`src/rtl/adder_pkg.sv`:
```
// adder_pkg: shared state type and counter-width helper for the serial adder
package adder_pkg;
  typedef enum logic [1:0] {IDLE, RUN, DONE} state_t;
  function automatic int cnt_w(input int w);
    return (w <= 1) ? 1 : $clog2(w);
  endfunction
endpackage

```
`src/rtl/full_adder.sv`:
```
// full_adder: single-bit sum/carry cell
module full_adder (
  input  logic a,
  input  logic b,
  input  logic cin,
  output logic sum,
  output logic cout
);
  assign sum  = a ^ b ^ cin;
  assign cout = (a & b) | (cin & (a ^ b));
endmodule

```
`src/rtl/serial_adder.sv`:
```
// serial_adder: bit-serial LSB-first adder with start/done handshake; SERIAL_ADDER_OVF_EN adds signed overflow flag ovf
module serial_adder
  import adder_pkg::*;
#(
  parameter int WIDTH = 8
) (
  input  logic             clk,
  input  logic             reset_n,
  input  logic             start,
  input  logic [WIDTH-1:0] a,
  input  logic [WIDTH-1:0] b,
  input  logic             cin,
  output logic             busy,
  output logic             done,
  output logic [WIDTH-1:0] sum,
`ifdef SERIAL_ADDER_OVF_EN
  output logic             ovf,
`endif
  output logic             cout
);
  localparam int CW = cnt_w(WIDTH);
  state_t state;
  logic [WIDTH-1:0] a_sh, b_sh, sum_sh, sum_nx;
  logic [CW-1:0] cnt;
  logic carry, fa_sum, fa_cout, last;
  full_adder u_fa (
    .a(a_sh[0]),
    .b(b_sh[0]),
    .cin(carry),
    .sum(fa_sum),
    .cout(fa_cout)
  );
  // next partial sum: new bit enters at the MSB, earlier bits move toward the LSB
  always_comb begin
    sum_nx = (sum_sh >> 1) | (WIDTH'(fa_sum) << (WIDTH - 1));
    last   = cnt == CW'(WIDTH - 1);
  end
  // sequencer: load on accept, one bit per RUN cycle, publish result on entering DONE
  always_ff @(posedge clk or negedge reset_n) begin
    if (!reset_n) begin
      state  <= IDLE;
      a_sh   <= '0;
      b_sh   <= '0;
      sum_sh <= '0;
      carry  <= 1'b0;
      cnt    <= '0;
      busy   <= 1'b0;
      done   <= 1'b0;
      sum    <= '0;
      cout   <= 1'b0;
`ifdef SERIAL_ADDER_OVF_EN
      ovf    <= 1'b0;
`endif
    end else begin
      case (state)
        IDLE: if (start) begin
          a_sh  <= a;
          b_sh  <= b;
          carry <= cin;
          cnt   <= '0;
          busy  <= 1'b1;
          state <= RUN;
        end
        RUN: begin
          a_sh   <= a_sh >> 1;
          b_sh   <= b_sh >> 1;
          sum_sh <= sum_nx;
          carry  <= fa_cout;
          cnt    <= cnt + 1'b1;
          if (last) begin
            state <= DONE;
            done  <= 1'b1;
            sum   <= sum_nx;
            cout  <= fa_cout;
`ifdef SERIAL_ADDER_OVF_EN
            ovf   <= carry ^ fa_cout;
`endif
          end
        end
        DONE: begin
          done  <= 1'b0;
          busy  <= 1'b0;
          state <= IDLE;
        end
        default: state <= IDLE;
      endcase
    end
  end
endmodule
```
`config.mk`:
```
export PLATFORM = sky130hd
export DESIGN_NAME = serial_adder
export DESIGN_NICKNAME = d
export VERILOG_FILES = /design/src/rtl/adder_pkg.sv /design/src/rtl/full_adder.sv /design/src/rtl/serial_adder.sv
export SDC_FILE = /design/constraint.sdc
export NUM_CORES = 1
export LEC_CHECK = 0
export ABC_AREA = 1
export BUFFER_PORTS_ARGS = -buffer_cell sky130_fd_sc_hd__buf_2
export CORE_UTILIZATION = 43
export DETAILED_ROUTE_END_ITERATION = 7
export GPL_TIMING_DRIVEN = 1
export REMOVE_ABC_BUFFERS = 1
export SETUP_SLACK_MARGIN = 0.05
export SLEW_MARGIN = 40
export SYNTH_ARGS = -nofsm -noshare
export SYNTH_HDL_FRONTEND = slang
export SYNTH_SLANG_ARGS = --single-unit
```
`constraint.sdc`:
```
create_clock -name clk -period 1.6 [get_ports clk]
set_input_delay 0.16 -clock clk [delete_from_list [all_inputs] [get_ports clk]]
set_output_delay 0.16 -clock clk [all_outputs]
set_load 0.02 [all_outputs]
```
# After elaboration in Yosys (flattened, before gate mapping)
# Index checks and enable logic that the tools add are counted.
totals:
  ff_bits: 41
  in_bits: 20
op_classes:
  eq_ne: 5
  n_addsub: 1
  reduce_logical: 9
  bitwise: 6
  muxes: 15
ops:
  columns: ["cell", "count"]
  rows:
  - ["8-bit case mux with 2 select lines", 2]
  - ["8-bit 2-to-1 mux", 2]
  - ["2-bit AND reduction", 5]
  - ["7-bit by 8-bit bitwise OR with 8-bit output", 1]
  - ["1-bit case mux with 2 select lines", 3]
  - ["3-bit case mux with 2 select lines", 1]
  - ["2-bit nonzero test", 3]
  - ["2-bit 2-to-1 mux", 2]
  - ["2-bit inequality test, second input constant", 2]
  - ["2-bit case mux with 2 select lines", 1]
  - ["3-bit by 1-bit adder with 3-bit output, second input constant", 1]
  - ["3-bit == test, second input constant", 1]
  - ["1-bit 2-to-1 mux", 3]
  - ["3-bit 2-to-1 mux", 1]
  - ["1-bit bitwise AND", 2]
  - ["2-bit by 1-bit == test with 1-bit output, second input constant", 1]
  - ["2-bit == test, second input constant", 1]
  - ["2-bit zero test", 1]
  - ["1-bit bitwise XOR", 2]
  - ["1-bit bitwise OR", 1]

# Depth between registers and ports, before layout
depth:
  ltp_word: 4
  mapped_depth: 7
  depth_no_buf: 6

# By module
# Synthesis repeated with hierarchy kept, for this count alone.
hier_totals:
  hier_cells: 226
  area_unflattened_um2: 2095.8
modules_own_cells:
  columns: ["mod", "n_inst", "cells_each", "area_each_um2"]
  rows:
  - ["serial_adder", 1, 225, 2075.7]
  - ["full_adder", 1, 1, 20.0]

# Worst setup path before layout
# No wires, ideal clock.
synth_timing:
  kind: "register -> register"
  from: "register cnt[0]"
  to: "register sum[1]"
  setup_time_ps: 121
  required_ps: 1479
  arrival_time_ps: 1139
  path_stages_with_launch: 6
  setup_slack_ps: 340
  cell_sequence: "dfrtp_1 > ha_1 > ha_1 > nand3_2 > buf_2 > o21ai_1"
synth_via:
  elab_chain_len: 2
synth_lines:
  columns: ["item", "line", "source"]
  rows:
  - ["start: declaration", "serial_adder.sv:24", "logic [CW-1:0] cnt;"]
  - ["start signal: assignment", "serial_adder.sv:69", "cnt <= cnt + 1'b1;"]
  - ["3-bit == test", "serial_adder.sv:36", "last = cnt == CW'(WIDTH - 1);"]
  - ["2-bit AND reduction (no line)", null, null]
  - ["end signal: assignment", "serial_adder.sv:73", "sum <= sum_nx;"]
  - ["end: declaration", "serial_adder.sv:15", "output logic [WIDTH-1:0] sum,"]
# Every way passes these cells.
# A chain may end at the register's enable or synchronous reset.

# Final worst setup path
layout_timing:
  from: "register cnt[0]"
  to: "register sum[6]"
# The elaborated chain is that of the path after synthesis.

==> impl_results.md <==
* Crit path cell chain: ha_1, ha_1, nand3_2, buf_12, nand2_1, o21ai_1
* Final period util at between 80% and 90%
* Fin worst setup slack at 0.273 ns
* Worst path bufs/invs at 1
* Dpl ws at between 0.2 and 0.3 ns
* Syn avg cell area at around 8.3 µm²
* Setup Skew at ~0.0079 ns
* Outcome: finished, final reports clean
* Initial antenna violation count at 0
* Yosys warnings at 0
* Crit path top cell by count: ha_1
* Total clock buffers created by CTS at 5
* Antenna viol nets, final at 0
* # fillers at between 300 and 400
* RSZ-0062 raised after global routing: false
* Hold Violations, Final at 0
* Initial Util at roughly 46%
* Inst Count DP at between 200 and 300
* Tmin final at around 1.3 ns
* Total Routing Usage GR at between 10% and 20%
* CTS resizes at 0
* GR Util met3 at about 4.1%
* Ports at 31
* Drt drc at 0
* Grt total ovfl at 0
* Met1 usage at about a quarter
* Post-route design area at between 2000 and 2500 µm²
* Ant diodes at 0
* Delay of the slowest critical-path stage at between 0.3 and 0.4 ns
* Placed Area at 2000 µm²
* H-tree Lvls at 2
* Synth cell types at 13
* CP endpoint kind: register
* Worst min-delay path class: in -> reg
* Max-slew violation count at 0
* Reg clk slew, reported paths at 0.08 ns
* Vias per cell at 4.75
* Die area at between 4000 and 5000 µm²
* CORE AREA at between 3000 and 4000 µm²
* Avg WL per Cell at between 10 and 15 µm
* Port Buffer Count at 30
* Pwr Total at 4.19 mW
* Clk_lat worst skew at 0.29 ns
* Worst setup path class: reg -> reg
* CTS max path bufs at 2
* P&R area growth vs syn at 21.6%
* Max Clk Rate at 754 MHz
* CTS root buffer: clkbuf_8
* Placed wire-length estimate at between 2000 and 2500 µm
* Pin count of the biggest net entering global routing at 22
* Least-Margin Pin Slew at between 0.4 and 0.5 ns
* Register area share after synthesis at between 50 and 60%
* Required @ worst endpoint at roughly 1.8 ns
* Nets at roughly 270
* Power Density at 1960 nW/µm²
* Busiest grt layer: met2
* Worst ir drop on vdd at 0.000734 V
* Max cap viols at 0
* Share of layout cells above drive strength 1 at about a fifth
* FP Rows at 22
* Worst-path fanout max at 12
* FF/Latch Area at 1000 µm²
* CTS Sinks at 40
* Cell area after synthesis at roughly 1800 µm²
* Final setup violation count at 0
* LEAKAGE at 1.19 nW
* Stages on worst setup path at 6
* Mapped Cells at approximately 210
* Crit path max-delay family: flip-flops
* Worst hold path stage count at 3
* Global-route wire length before repair at between 6000 and 7000 µm
* Die X at 65.9 µm
* Die H at ~66 µm
* Final Util at between 50% and 60%
* Worst reg2reg path depth at 6
* Met2 usage at 31.3%
* Slowest cell on the critical path: dfrtp_1
* CTS tree: built
* Setup Fix Bufs, Post-CTS at 0
* DR iter-0 viols at 46
* CP Launch Type: register
* Pre-antenna DRT Iters at 5
* Worst path arrival time at about 1.5 ns
* Detailed Route WL at approximately 3400 µm
* Via count at around 1400
* Vias in the first global route at between 1000 and 1500
* Area occupied by multi-input gates at between 600 and 700 µm²
* Final Wtd Congestion at around 0.76
* Flops & latches, synth at 40
* Finished Layout Cells at roughly 300
* Slew margin rel. at about two thirds
path summary, 6_finish.rpt:
check                           slack (ns)     from       to
worst min register to register        0.48  a_sh[7]  a_sh[7]
worst max register to register        0.27   cnt[0]   sum[6]
worst min-delay path                  0.12     b[7]  b_sh[7]
max in group asynchronous             0.77  reset_n  a_sh[4]
min in group asynchronous             0.35  reset_n   sum[1]
worst max-delay path                  0.27   cnt[0]   sum[6]
where the power goes:
group	leakage (nW)	internal, mW	total, mW	switching (mW)
combinational	0.623	0.587	1.57	0.987
sequential	0.506	1.44	1.67	0.233
clock	0.0642	0.614	0.945	0.331
total	1.19	2.64	4.19	1.55
repair_timing:
item / in CTS / in global routing
setup endpoints to repair: 0 / 0
hold buffers: 1 / 0
endpoints found under the hold margin: 19 / 0
stage by stage:
stage,TNS [ns],hold WS [ns]
2_1_floorplan,-6.62,-0.136
3_3_place_gp,0,0.142
3_5_place_dp,0,0.141
4_1_cts,0,0.113
5_1_grt,0,0.148
6_report,0,0.120
sequential cells by signal, summed over array words and instances (netlist names):
| name | count |
|---|---|
| a_sh | 8 |
| b_sh | 8 |
| busy | 1 |
| carry | 1 |
| cnt | 3 |
| cout | 1 |
| done | 1 |
| state | 2 |
| sum | 8 |
| sum_sh | 7 |
Yosys cell counts:
library cell / n / area share, %
nand2_1: 107 / 23
nand3_2: 1 / 0.57
inv_1: 11 / 2.3
o21ai_1: 8 / 2.3
o21ai_0: 11 / 3.1
clkbuf_1: 1 / 0.21
fa_1: 1 / 1.1
dfrtp_1: 40 / 57
nand3_1: 19 / 5.4
buf_4: 3 / 1.3
ha_1: 2 / 1.4
nor2_1: 2 / 0.43
buf_2: 7 / 2.0
worst min-delay path: cells and delay by family:
family | cells | cell delay (ns)
buffers and inverters | 1 | 0.08
AND/OR/NAND/NOR | 2 | 0.14
cell type report:
type                       count  share of cell area [%]
clock buffer                   5                    3.22
clock inverter                 2                    2.81
inverter                      11                    1.93
multi-input combinational    151                    30.6
sequential                    40                    46.8
tap                           48                    2.81
timing repair buffer          40                    11.8
cell families (layout without fill, tap and decap cells):
family          Yosys count  in the layout  share of synthesized area, %
simple gates            129            129                          29.3
flops                    40             40                          56.9
buf+inv                  22             58                          5.84
compound gates           19             19                          5.41
fa+ha+maj                 3              3                          2.56
placed cells by master (no fill, tap or decap):
master and instances:
nand2_1 107, dfrtp_1 40, buf_2 30, nand3_1 19, inv_1 11, o21ai_0 11, o21ai_1 8, buf_4 7
clkbuf_8 5, nor2_1 2, ha_1 2, bufinv_16 2, buf_12 2, nand3_2 1, fa_1 1, dlygate4sd3_1 1
metal layers:
metal | share of wire, % | wire, µm
met1 | 50 | 1690
met2 | 46 | 1580
met3 | 3.5 | 120
met4 | 0.53 | 18
met5 | 0 | 0
(Power assumes the default switching activity.)
